===== src/rtl/extend_pipe.sv =====
// extend_pipe: two-stage pipelined immediate extender with valid/ready on both sides.
// Stage A latches mode/immediate, stage B latches the extended result.
// Optional EXTEND_STATS_EN adds beat_count / err_count statistics outputs.
module extend_pipe #(
  parameter int unsigned IMM_W = 16,
  parameter int unsigned OUT_W = 32
) (
  input  logic             CLK,
  input  logic             RST,
  input  logic             in_valid,
  output logic             in_ready,
  input  logic [2:0]       ExtMode,
  input  logic [IMM_W-1:0] immediate,
  output logic             out_valid,
  input  logic             out_ready,
  output logic [OUT_W-1:0] Extendout,
  output logic             mode_err,
  output logic             busy
`ifdef EXTEND_STATS_EN
  ,
  output logic [15:0]      beat_count,
  output logic [7:0]       err_count
`endif
);

  localparam int unsigned PAD_W = OUT_W - IMM_W;

  localparam logic [2:0] MODE_ZERO  = 3'd0;
  localparam logic [2:0] MODE_SIGN  = 3'd1;
  localparam logic [2:0] MODE_UPPER = 3'd2;
  localparam logic [2:0] MODE_BOFF  = 3'd3;

  logic             a_valid;
  logic [2:0]       a_mode;
  logic [IMM_W-1:0] a_imm;
  logic             b_valid;
  logic [OUT_W-1:0] b_data;
  logic             b_err;

  logic             b_load;
  logic             accept;
  logic             retire;
  logic [OUT_W-1:0] sext_c;
  logic [OUT_W-1:0] ext_c;
  logic             err_c;

  // Handshake control: B drains to the consumer, A refills whenever B can take it.
  assign b_load    = a_valid && (!b_valid || out_ready);
  assign in_ready  = !a_valid || b_load;
  assign accept    = in_valid && in_ready;
  assign retire    = b_valid && out_ready;
  assign out_valid = b_valid;
  assign Extendout = b_data;
  assign mode_err  = b_err;
  assign busy      = a_valid || b_valid;

  // Extension arithmetic on the stage-A immediate; illegal modes yield zero plus an error flag.
  always_comb begin
    sext_c = {{PAD_W{a_imm[IMM_W-1]}}, a_imm};
    ext_c  = '0;
    err_c  = 1'b0;
    case (a_mode)
      MODE_ZERO:  ext_c = {{PAD_W{1'b0}}, a_imm};
      MODE_SIGN:  ext_c = sext_c;
      MODE_UPPER: ext_c = {a_imm, {PAD_W{1'b0}}};
      MODE_BOFF:  ext_c = {sext_c[OUT_W-3:0], 2'b00};
      default: begin
        ext_c = '0;
        err_c = 1'b1;
      end
    endcase
  end

  // Stage A / stage B registers; reset discards anything in flight.
  always_ff @(posedge CLK) begin
    if (RST) begin
      a_valid <= 1'b0;
      a_mode  <= '0;
      a_imm   <= '0;
      b_valid <= 1'b0;
      b_data  <= '0;
      b_err   <= 1'b0;
    end else begin
      if (accept) begin
        a_valid <= 1'b1;
        a_mode  <= ExtMode;
        a_imm   <= immediate;
      end else if (b_load) begin
        a_valid <= 1'b0;
      end
      if (b_load) begin
        b_valid <= 1'b1;
        b_data  <= ext_c;
        b_err   <= err_c;
      end else if (retire) begin
        b_valid <= 1'b0;
      end
    end
  end

`ifdef EXTEND_STATS_EN
  // Retired-beat counter (wrapping) and error-beat counter (saturating).
  always_ff @(posedge CLK) begin
    if (RST) begin
      beat_count <= '0;
      err_count  <= '0;
    end else if (retire) begin
      beat_count <= beat_count + 16'd1;
      if (b_err && (err_count != 8'hFF)) begin
        err_count <= err_count + 8'd1;
      end
    end
  end
`endif

endmodule

===== config.mk =====
export PLATFORM = sky130hd
export DESIGN_NAME = extend_pipe
export DESIGN_NICKNAME = d
export VERILOG_FILES = /design/src/rtl/extend_pipe.sv
export SDC_FILE = /design/constraint.sdc
export NUM_CORES = 1
export LEC_CHECK = 0
export ABC_CLOCK_PERIOD_IN_PS = 1820
export CAP_MARGIN = 20
export CORE_UTILIZATION = 45
export DETAILED_ROUTE_END_ITERATION = 8
export PLACE_DENSITY_LB_ADDON = 0.3
export SYNTH_ARGS = -nofsm -noshare
export SYNTH_HDL_FRONTEND = slang
export SYNTH_SLANG_ARGS = --single-unit

===== constraint.sdc =====
create_clock -name CLK -period 1.82 [get_ports CLK]
set_clock_uncertainty 0.2 [all_clocks]
set_input_delay 0.182 -clock CLK [delete_from_list [all_inputs] [get_ports CLK]]
set_output_delay 0.182 -clock CLK [all_outputs]
set_load 0.02 [all_outputs]

Word level (Yosys, flattened, before mapping)
Cells that the tools add are included.
- eq/ne operators: 3
- mux-type cells: 6
- reduce and logical (&&, ||, !) cells: 12
- operator list (kind ; count):
    case mux 32 bit (4 select lines) ; 1
    == test 3 x 2 -> 1 bit (second input constant) ; 2
    two-way mux 1 bit ; 5
    nonzero test 2 bit ; 2
    OR reduction 4 bit ; 1
    == test 3 x 1 -> 1 bit (second input constant) ; 1
    logical AND 1 bit ; 3
    logical NOT 3 bit ; 1
    logical OR 1 bit ; 3
    logical NOT 1 bit ; 2
- register bits: 54
- input port bits: 23
- word-level logic and storage cells: 27

Longest topological paths before layout
Gate-level depths: netlist (run 1).
- word-level depth: 6
- gate-level depth with buffers: 6
- mapped depth without buffers: 4

Worst setup path before layout (run 1)
OpenSTA, ideal clock, no wires.
- path type: reg2reg
- start: register b_valid (netlist: out_valid)
- end: register b_data[21] (netlist: Extendout[21])
- arrival time: 1.421 ns
- data required time: 1.550 ns
- setup slack: 0.129 ns
- stages on the path, launching flop included: 7
- buffers on the path: 3
- cells stage by stage: dfxtp_1 > nor2b_4 > buf_6 > or4_4 > buf_6 > buf_8 > o2bb2ai_1
- longest elaborated chain between the ends: 3
- ends and longest elaborated chain (item ; line ; source):
    from (decl) ; 36 ; logic b_valid;
    from (signal assigned) ; 80 ; b_valid <= 1'b0;
    from (signal assigned) ; 92 ; b_valid <= 1'b1;
    from (signal assigned) ; 96 ; b_valid <= 1'b0;
    logical NOT 1 bit ; 48 ; assign b_load = a_valid && (!b_valid || out_ready);
    logical OR 1 bit ; 48 ;
    logical AND 1 bit ; 48 ;
    to (signal assigned) ; 93 ; b_data <= ext_c;
    to (decl) ; 37 ; logic [OUT_W-1:0] b_data;
Every way passes these cells.
A chain may end at the register's enable or synchronous reset.

Worst setup path in the final report (run 1)
- start: register b_valid (netlist: out_valid)
- end: output port out_valid
- RTL lines (item ; line ; source):
    to (decl) ; 14 ; output logic out_valid,
No word-level cell between the ends.

==> Implementation_results.wiki, run 1 <==
{| class="wikitable"
! Metric !! Value
|-
| Max Slew Vio Count || 0
|-
| Flip-flop and latch count after synthesis || 54
|-
| Gate Count Post-Synth || between 200 and 300
|-
| Post-Syn Nets || around 300
|-
| CP Buf/Inv Count || 1
|-
| Placer Congestion || 0.816
|-
| Total Die Area || 5560 um2
|-
| Detailed-placement wirelength estimate || 4.06 mm
|-
| Yosys synthesis warning count || 0
|-
| EDFF count, synth || 0
|-
| Startpoint Class || flop
|-
| H-tree levels || 2
|-
| Final-layout fill cell count || 487
|-
| Final instance area || ~3200 um2
|-
| Total negative slack || 0 ns
|-
| Area of combinational cells with multiple inputs || 1120 um2
|-
| Worst Hold Margin || ~0.22 ns
|-
| Cells along the critical path || clkdlybuf4s50_1
|-
| Worst max-slew margin expressed relative to the limit || 62.1%
|-
| Crit path arrival time || about 1.4 ns
|-
| Reg clk slew, reported paths || about 0.1 ns
|-
| # hold bufs at CTS || 0
|-
| Count of clock tree sinks || 54
|-
| Sequential share of the synthesized area || 45.6%
|-
| Leading register cell type out of synthesis || dfxtp_1
|-
| TritonRoute pass-1 iters || 4
|-
| Finished Layout Cells || ~400
|-
| Wire length after detailed routing || around 6.1 mm
|-
| Fin worst setup slack || 0.0639 ns
|-
| Most instantiated library cell after synthesis || a21oi_1
|-
| Initial antenna violation count || 0
|-
| Setup CP Type || reg -> out
|-
| ANT nets after route || 0
|-
| Die height || ~75 um
|-
| Row count || 26
|-
| CORE AREA || 5070 um2
|-
| Initial Utilization || 46.7%
|-
| Number of buffers added by the clock tree synthesis step || 5
|-
| Maximum buffer depth of the clock tree || 2
|-
| Period Utilization, post-route || 96.5%
|-
| IR drop worst, VDD || roughly 500 uV
|-
| Drt via density || around 5.7
|-
| Worst hold path type || in -> reg
|-
| Peak per-stage delay on the critical path || between 0.6 and 0.7 ns
|-
| Leakage || around 1.1 nW
|-
| Required @ worst endpoint || 1.44 ns
|-
| Port buffer count || 58
|-
| Remaining routing DRC violations || 0
|-
| # Max-Cap Violations || 0
|-
| Power per cell area || around 800 nW/um2
|-
| Cell type of the slowest stage on the worst timing path || clkdlybuf4s50_1
|-
| Clock tree from TritonCTS || yes
|-
| Post-Place Setup Slack || -0.139 ns
|-
| Biggest fanout along the worst timing path || 5
|-
| Net count reported at finish || between 300 and 400
|-
| Measured slew at the worst slew-check pin || around 0.57 ns
|-
| Result of the run || finished, final reports clean
|-
| Async set-or-reset flop fraction in the synthesized netlist || 0%
|-
| Clock root buffer || clkbuf_8
|-
| Largest net degree at the start of global routing || 33
|-
| List of most frequent post-synthesis cells || a21oi_1, dfxtp_1, clkbuf_1, o21ai_1, nand3_1
|-
| Cell type contributing the most total cell area after synthesis || dfxtp_1
|-
| Register Area || around 1100 um2
|-
| Number of global-route vias before repair || roughly 1.9k
|-
| Via count of the routed design || roughly 2.2k
|-
| Unique masters post-synth || 27
|-
| Netlist area before placement || ~2400 um2
|-
| Crit path capture type || primary output
|-
| Routed wire per std cell || ~15 um
|-
| I/O pin cnt || 59
|-
| Clock period minus worst slack || around 1.8 ns
|-
| Placed instance area || between 3000 and 4000 um2
|-
| Avg Synthesized Cell Area || between 8 and 9 um2
|-
| Share of final-layout standard cells stronger than drive strength 1 || 10.5%
|-
| Cells taking the most area after synthesis || dfxtp_1, a21oi_1, o2111ai_1, o2bb2ai_1, o21ai_1
|-
| First-pass GRT wire length || 9.81 mm
|-
| Clock latency reported for the late side of the worst-skew pair || a little over 0.3 ns
|-
| Number of hold violations in the final report || 0
|-
| Synth-to-Final Area Change || 33.0%
|-
| Number of placed cells counting well taps || roughly 390
|-
| RSZ-0062 raised after global routing || no
|-
| Ant diodes || 0
|-
| Total setup violations reported at the end of the flow || 0
|-
| Top delay family on crit path || buffers and inverters
|-
| Total grt overflow || 0
|-
| Peak Freq || about 0.57 GHz
|-
| Top cell type's share of synthesized area || about 46%
|-
| Total GRT Usage || about a quarter
|-
| Initial detailed-routing violation count || ~240
|-
| Die X-Extent || about 75 um
|}
==> where the power goes <==
group          switching [mW]  internal [mW]  leakage (nW)
logic                   0.156          0.133         0.624
clock network           0.408          0.587        0.0714
registers              0.0353           1.22         0.440
total                   0.599           1.94          1.14
==> cells in the final DEF, fill, tap and decap left out, drive strengths merged, types with 2 or more instances in the layout <==
master / count
nand3: 20
clkbuf: 6
inv: 4
and3: 14
nor2b: 16
nand4: 2
a21oi: 55
o2bb2ai: 15
o21ai: 37
buf: 17
and3b: 3
o2111ai: 15
clkdlybuf4s50: 56
bufinv: 2
dlygate4sd2: 2
dfxtp: 54
==> worst paths after layout <==
path,from,end,slack [ns],cells past startpoint
max,out_valid,out_valid,0.06,1
min,ExtMode[0],a_mode[0],0.22,3
max reg2reg,a_valid,Extendout[24],0.22,3
min reg2reg,Extendout[19],Extendout[19],0.27,1
==> stage by stage <==
step / power (mW) / util, %
3_3_place_gp: 1.56 / 59.4
3_5_place_dp: 1.57 / 59.4
6_report: 2.54 / 62.2
2_1_floorplan: 1.44 / -
5_1_grt: 2.61 / 62.2
4_1_cts: 2.54 / 62.2
==> repair_timing <==
item | 4_1_cts | 5_1_grt
setup buffers | 0 | 0
endpoints found under the setup margin | 2 | 0
gates resized for setup | 2 | 0
==> registers in the layout, summed over array words and instances, names as in the netlist <==
| name | cells |
|---|---|
| Extendout | 32 |
| a_mode | 3 |
| out_valid | 1 |
| a_imm | 16 |
| a_valid | 1 |
| mode_err | 1 |
==> kinds of logic after synthesis <==
logic type / after synthesis / synth area share, %
AOI/OAI and AO/OA: 122 / 31.0
buffers and inverters: 36 / 7.07
DFF: 54 / 45.6
muxes: 1 / 0.475
and+or+nand+nor: 60 / 15.8
==> layout make-up <==
cell class,instances,area share (%)
Inverter,4,0.476
Sequential cell,54,34.3
Clock buffer,6,2.62
Clock inverter,2,1.90
Tap cell,70,2.78
Timing Repair Buffer,75,22.4
Multi-Input combinational cell,183,35.6
==> worst reg2reg max path: stages (launching register included) <==
cell and delay, ns:
dfxtp_1 0.43, inv_1 0.08, or4_4 0.64, o2bb2ai_1 0.19
==> per-layer routing <==
metal  vias up  GRT usage (%)  part of all wire [%]
met5         -              0                     0
met4         0           10.7                   1.9
met3        12           3.39                   4.4
met2        70           33.3                    44
met1      1055           34.8                    50
li1       1098              -                     -
(Power assumes the default switching activity.)
==> inputs of run 2 (changes only) <==
Settings changed: CORE_UTILIZATION 45 to 49.
==> run 2 against run 1 <==
  * Critical endpoint unchanged
  * Critical path depth did not move
  * Highest routed layer unchanged
  * Cell area fell by 2.0%
  * Worst setup slack improved by 0.016 ns
  * Die area fell by 7.9%
  * Combinational power fell by 1%
  * Maximum frequency rose by 0.94%
  * Hold slack improved by 0.013 ns
  * Clock power fell by 21%
  * Register-to-register slack got worse by 0.09 ns
  * Largest power group unchanged
==> Implementation_results.wiki, run 2 (same netlist as run 1, synthesis figures left out) <==
{| class="wikitable"
! Metric !! Value
|-
| CORE AREA || 4500 um2 (was 5070 um2)
|-
| CP Buf/Inv Count || 1 (unchanged)
|-
| Critical R2R Launch || a_mode[2] (was a_valid)
|-
| Total GRT Usage || 24.3% (was 23.4%)
|-
| Net count reported at finish || 345 (was 346)
|-
| H-tree levels || 2 (unchanged)
|-
| Fin worst setup slack || 0.0802 ns (was 0.0639 ns)
|-
| Ant diodes || 0 (unchanged)
|-
| Most common library cell in the layout ignoring fill and taps || clkdlybuf4s50_1 (unchanged)
|-
| Maximum buffer depth of the clock tree || 2 (unchanged)
|-
| Biggest fanout along the worst timing path || 5 (unchanged)
|-
| Clock period minus worst slack || 1.74 ns (was 1.76 ns)
|-
| Remaining routing DRC violations || 0 (unchanged)
|-
| Hold path startpoint || immediate[15] (was ExtMode[0])
|-
| Clock root buffer || clkbuf_8 (unchanged)
|-
| Peak Freq || 0.575 GHz (was 0.569 GHz)
|-
| Port buffer count || 58 (unchanged)
|-
| Initial antenna violation count || 0 (unchanged)
|-
| Placer Congestion || 0.822 (was 0.816)
|-
| Period Utilization, post-route || 95.6% (was 96.5%)
|-
| Synth-to-Final Area Change || 30.3% (was 33.0%)
|-
| Largest net degree at the start of global routing || 32 (was 33)
|-
| Final-layout fill cell count || 394 (was 487)
|-
| Total Die Area || 5120 um2 (was 5560 um2)
|-
| Via count of the routed design || 2229 (was 2235)
|-
| Overall Power || 2.33 mW (was 2.54 mW)
|-
| Setup CP Type || reg -> out (unchanged)
|-
| Clock tree from TritonCTS || yes (unchanged)
|-
| Post-Place Setup Slack || -0.137 ns (was -0.139 ns)
|-
| Initial detailed-routing violation count || 152 (was 236)
|-
| Power per cell area || 753 nW/um2 (was 805 nW/um2)
|-
| IR drop worst, VDD || 565 uV (was 504 uV)
|-
| Cell type of the slowest stage on the worst timing path || clkdlybuf4s50_1 (unchanged)
|-
| Crit path capture type || primary output (unchanged)
|-
| Drt via density || 5.94 (was 5.67)
|-
| # Max-Cap Violations || 0 (unchanged)
|-
| Required @ worst endpoint || 1.44 ns (about the same)
|-
| Clock latency reported for the late side of the worst-skew pair || 0.30 ns (was 0.31 ns)
|-
| Post-CTS setup buffers || 0 (unchanged)
|-
| Finished Layout Cells || 375 (was 394)
|-
| Area of combinational cells with multiple inputs || 1120 um2 (unchanged)
|-
| Routed wire per std cell || 15.5 um (about the same)
|-
| Measured slew at the worst slew-check pin || 0.820 ns (was 0.568 ns)
|-
| Register Area || 1080 um2 (unchanged)
|-
| Detailed-placement wirelength estimate || 4.02 mm (was 4.06 mm)
|-
| Total setup violations reported at the end of the flow || 0 (unchanged)
|-
| Die height || 71.6 um (was 74.6 um)
|-
| Number of hold violations in the final report || 0 (unchanged)
|-
| Worst Hold Margin || 0.237 ns (was 0.223 ns)
|-
| Initial Utilization || 52.6% (was 46.7%)
|-
| TritonRoute pass-1 iters || 5 (was 4)
|-
| I/O pin cnt || 59 (unchanged)
|-
| Share of final-layout standard cells stronger than drive strength 1 || 10.2% (was 10.5%)
|-
| Startpoint Class || flop (unchanged)
|-
| Number of buffers added by the clock tree synthesis step || 5 (unchanged)
|-
| Peak per-stage delay on the critical path || 0.63 ns (about the same)
|-
| Total grt overflow || 0 (unchanged)
|-
| Worst max-slew margin expressed relative to the limit || 45.1% (was 62.1%)
|-
| Cells along the critical path || clkdlybuf4s50_1 (unchanged)
|-
| Wire length after detailed routing || 5.82 mm (was 6.09 mm)
|-
| Number of global-route vias before repair || 2000 (was 1909)
|-
| Number of flip-flops under the largest register name || 32 (unchanged)
|-
| First-pass GRT wire length || 9.76 mm (was 9.81 mm)
|-
| Worst hold path type || in -> reg (unchanged)
|-
| # hold bufs at CTS || 0 (unchanged)
|-
| Count of clock tree sinks || 54 (unchanged)
|-
| ANT nets after route || 0 (unchanged)
|-
| Result of the run || finished, final reports clean (unchanged)
|-
| Reg clk slew, reported paths || 0.10 ns (about the same)
|-
| Leakage || 1.12 nW (was 1.14 nW)
|-
| Row count || 24 (was 26)
|-
| Top delay family on crit path || buffers and inverters (unchanged)
|-
| Commonest cells after routing, fill and taps aside || clkdlybuf4s50_1, a21oi_1, dfxtp_1, o21ai_1, nand3_1 (unchanged)
|-
| RSZ-0062 raised after global routing || no (unchanged)
|-
| Die X-Extent || 71.6 um (was 74.6 um)
|-
| Crit path arrival time || 1.36 ns (was 1.37 ns)
|-
| Number of placed cells counting well taps || 367 (was 386)
|-
| Launch point of the critical path || out_valid (unchanged)
|-
| Max Slew Vio Count || 0 (unchanged)
|}
## run 2: per-stage QoR
stage / util (%) / instance area, um2 / setup TNS, ns
4_1_cts: 68.6 / 3090 / 0
3_5_place_dp: 66.3 / 2980 / -0.278
5_1_grt: 68.6 / 3090 / 0
6_report: 68.6 / 3090 / 0
2_1_floorplan: - / 2370 / 0
3_3_place_gp: 66.3 / 2980 / -0.138
## run 2: what timing repair did
item / CTS / global route
setup endpoints to repair: 2 / 0
gates resized for setup: 2 / 0
hold endpoints to repair: 0 / 0
## run 2: report_power, final
| group | switching (mW) | total (mW) | internal [mW] | leakage (nW) |
|---|---|---|---|---|
| combinational | 0.153 | 0.285 | 0.132 | 0.619 |
| clock | 0.384 | 0.789 | 0.405 | 0.0579 |
| sequential | 0.0350 | 1.25 | 1.22 | 0.440 |
## run 2: area by class of cell
| cell class | count | area share (%) |
|---|---|---|
| multi-input cells | 183 | 36.3 |
| flip-flops and latches | 54 | 35.0 |
| repair buffers | 74 | 22.6 |
| clock buffers | 5 | 2.23 |
| well taps | 52 | 2.11 |
| clock inverters | 3 | 1.30 |
| inverters | 4 | 0.486 |
## run 2: path summary, 6_finish.rpt
check                  end  slack [ns]  cells past startpoint
max              out_valid        0.08                      1
min              a_imm[15]        0.24                      3
max reg2reg  Extendout[30]        0.13                      3
min reg2reg  Extendout[19]        0.27                      1
## run 2: routing by layer
| metal | vias to the layer above | GRT usage (%) | part of all wire [%] |
|---|---|---|---|
| met5 | - | 0 | 0 |
| met4 | 0 | 8.71 | 1.8 |
| met3 | 9 | 5.20 | 6.0 |
| met2 | 84 | 35.9 | 45 |
| met1 | 1031 | 35.3 | 47 |
| li1 | 1105 | - | - |
==> inputs of run 3 (changes only) <==
Settings changed: ABC_CLOCK_PERIOD_IN_PS 1820 to default, CORE_UTILIZATION 49 to 52.
Clock period 1.82 ns to 2.2 ns, I/O delays scaled along.
==> run 3 against run 2 <==
  * Power is 21% lower
  * Cell area is 1.8% lower
  * Via count is 2.2% lower
  * Critical path type is now in -> out
  * Clock power is 27% lower
  * Core utilization is 1.1 points higher
  * Hold slack better by 0.021 ns
  * First-iteration DRC count is 11% higher
  * Combinational power is 22% lower
  * Flip-flop and latch count stayed put
  * Global-route usage is 0.56 points higher
  * Largest power group unchanged
==> Implementation_results.wiki, run 3 (same netlist as run 1, synthesis figures left out) <==
{| class="wikitable"
! Metric !! Value
|-
| Required @ worst endpoint || 1.78 ns (was 1.44 ns)
|-
| Worst max-slew margin expressed relative to the limit || 41.9% (was 45.1%)
|-
| Die X-Extent || 69.5 um (was 71.6 um)
|-
| Largest net degree at the start of global routing || 41 (was 32)
|-
| Cell type of the slowest stage on the worst timing path || clkdlybuf4s50_1 (unchanged)
|-
| Crit path capture type || primary output (unchanged)
|-
| Number of global-route vias before repair || 1956 (was 2000)
|-
| Total grt overflow || 0 (unchanged)
|-
| Period Utilization, post-route || between 90% and 100%
|-
| Biggest fanout along the worst timing path || 2 (was 5)
|-
| Critical R2R Launch || a_mode[0] (was a_mode[2])
|-
| Worst r2r dst || Extendout[30] (unchanged)
|-
| Total GRT Usage || 24.9% (was 24.3%)
|-
| Wire length after detailed routing || 5.72 mm (was 5.82 mm)
|-
| TritonRoute pass-1 iters || 5 (unchanged)
|-
| Number of flip-flops under the largest register name || 32 (unchanged)
|-
| Post-CTS setup buffers || 0 (unchanged)
|-
| ANT nets after route || 0 (unchanged)
|-
| Initial Utilization || 54.5% (was 52.6%)
|-
| Clock root buffer || clkbuf_8 (unchanged)
|-
| Worst Hold Margin || 0.258 ns (was 0.237 ns)
|-
| Final instance area || 3040 um2 (was 3090 um2)
|-
| Hold endpoint || a_imm[2] (was a_imm[15])
|-
| Remaining routing DRC violations || 0 (unchanged)
|-
| Hold path depth || 3 (unchanged)
|-
| Leakage || 1.08 nW (was 1.12 nW)
|-
| # Max-Cap Violations || 0 (unchanged)
|-
| Synth-to-Final Area Change || 28.0% (was 30.3%)
|-
| Most common library cell in the layout ignoring fill and taps || clkdlybuf4s50_1 (unchanged)
|-
| Initial antenna violation count || 0 (unchanged)
|-
| Crit path arrival time || 1.63 ns (was 1.36 ns)
|-
| Placer Congestion || 0.816 (was 0.822)
|-
| Startpoint Class || primary input (was flop)
|-
| CP Buf/Inv Count || 3 (was 1)
|-
| Peak per-stage delay on the critical path || 0.60 ns (was 0.63 ns)
|-
| Flop-to-flop setup slack || 0.30 ns (was 0.13 ns)
|-
| Result of the run || finished, final reports clean (unchanged)
|-
| I/O pin cnt || 59 (unchanged)
|-
| Max Slew Vio Count || 0 (unchanged)
|-
| Initial detailed-routing violation count || 169 (was 152)
|-
| Worst reg-to-reg path cell count || 3 (unchanged)
|-
| Row count || 24 (unchanged)
|-
| Top delay family on crit path || buffers and inverters (unchanged)
|-
| Net count reported at finish || 339 (was 345)
|-
| Drt via density || 5.91 (was 5.94)
|-
| CORE AREA || 4350 um2 (was 4500 um2)
|-
| H-tree levels || 2 (unchanged)
|-
| Cell occurring most often along the worst timing path || clkdlybuf4s50_1
|-
| Die height || 69.5 um (was 71.6 um)
|-
| Port buffer count || 58 (unchanged)
|-
| Hold path startpoint || immediate[2] (was immediate[15])
|-
| Measured slew at the worst slew-check pin || 0.868 ns (was 0.820 ns)
|-
| RSZ-0062 raised after global routing || no (unchanged)
|-
| Fin util || 69.7% (was 68.6%)
|-
| Clock tree from TritonCTS || yes (unchanged)
|-
| Total setup violations reported at the end of the flow || 0 (unchanged)
|-
| Clock period minus worst slack || around 2.1 ns
|-
| Setup CP Type || in -> out (was reg -> out)
|-
| Number of hold violations in the final report || 0 (unchanged)
|-
| Placed instance area || 2940 um2 (was 2980 um2)
|-
| Detailed-placement wirelength estimate || 3.73 mm (was 4.02 mm)
|-
| Number of buffers added by the clock tree synthesis step || 5 (unchanged)
|-
| Share of final-layout standard cells stronger than drive strength 1 || 8.83% (was 10.2%)
|-
| First-pass GRT wire length || 9.61 mm (was 9.76 mm)
|-
| Clock latency reported for the late side of the worst-skew pair || 0.31 ns (was 0.30 ns)
|-
| Maximum buffer depth of the clock tree || 2 (unchanged)
|-
| Reg clk slew, reported paths || 0.09 ns (was 0.10 ns)
|-
| IR drop worst, VDD || 471 uV (was 565 uV)
|-
| Commonest cells after routing, fill and taps aside || clkdlybuf4s50_1, a21oi_1, dfxtp_1, o21ai_1, nand3_1 (unchanged)
|-
| Total negative slack || 0 ns (unchanged)
|-
| Worst hold path type || in -> reg (unchanged)
|-
| Ant diodes || 0 (unchanged)
|-
| Peak Freq || between 0.4 and 0.5 GHz
|-
| Routed wire per std cell || 15.5 um (about the same)
|-
| Power per cell area || 607 nW/um2 (was 753 nW/um2)
|-
| Total Die Area || 4830 um2 (was 5120 um2)
|-
| Cells along the critical path || clkdlybuf4s50_1, and3b_2, inv_2, clkdlybuf4s50_1 (was clkdlybuf4s50_1)
|-
| Via count of the routed design || 2180 (was 2229)
|-
| Count of clock tree sinks || 54 (unchanged)
|}
[run 3: cell types whose count changed in the layout (fill, tap and decap cells not counted), sizes merged]
cell,change
dlygate4sd2,-2
buf,-6
clkdlybuf4s50,+2
bufinv,-1
clkinvlp,+1
clkbuf,+1
clkinv,-1
[run 3: worst max path at each step]
| stage | start | to | cells past startpoint |
|---|---|---|---|
| 2_1_floorplan | out_valid | Extendout[21] | 6 |
| 3_3_place_gp | out_ready | in_ready | 4 |
| 3_5_place_dp | out_ready | in_ready | 4 |
| 4_1_cts | a_valid | in_ready | 3 |
| 5_1_grt | out_ready | in_ready | 4 |
| 6_report | out_ready | in_ready | 4 |
[run 3: per-stage QoR]
| step | power, mW | setup WS, ns | instances |
|---|---|---|---|
| floorplan | 1.19 | 0.509 | 273 |
| global placement | 1.28 | 0.161 | 361 |
| detailed placement | 1.28 | 0.171 | 361 |
| CTS | 1.85 | 0.0526 | 369 |
| global route | 1.92 | 0.106 | 369 |
| finish | 1.84 | 0.147 | 369 |
[run 3: layer usage]
metal	wire (um)	up-vias	GRT usage [%]	part of all wire [%]
met4	92	0	9.98	1.6
met1	2660	999	35.6	46
li1	-	1093	-	-
met3	326	7	4.65	5.7
met2	2650	81	37.0	46
met5	0	-	0	0
[run 3: cell type report]
| class | instances | area (um2) |
|---|---|---|
| Inverter | 4 | 15.0 |
| Timing Repair Buffer | 68 | 656 |
| Fill cell | 364 | 1320 |
| Multi-Input combinational cell | 183 | 1120 |
| Sequential cell | 54 | 1080 |
| Clock inverter | 2 | 12.5 |
| Clock buffer | 6 | 82.6 |
| Tap cell | 52 | 65.1 |
[run 3: repair_timing]
item	4_1_cts	5_1_grt
setup endpoints to repair	0	1
hold buffers	0	0
resized for setup	0	1
[run 3: worst reg2reg max path, cell delays in order, from the launching register on]
cell and delay [ns]:
dfxtp_1 0.50, nor3b_2 0.78, a21oi_1 0.20, o2bb2ai_2 0.16
[run 3: where the power goes]
| group | switching, mW | leakage [nW] | internal (mW) |
|---|---|---|---|
| Sequential | 0.0350 | 0.440 | 1.01 |
| Combinational | 0.118 | 0.589 | 0.104 |
| Clock | 0.323 | 0.0472 | 0.253 |
| Total | 0.476 | 1.08 | 1.37 |
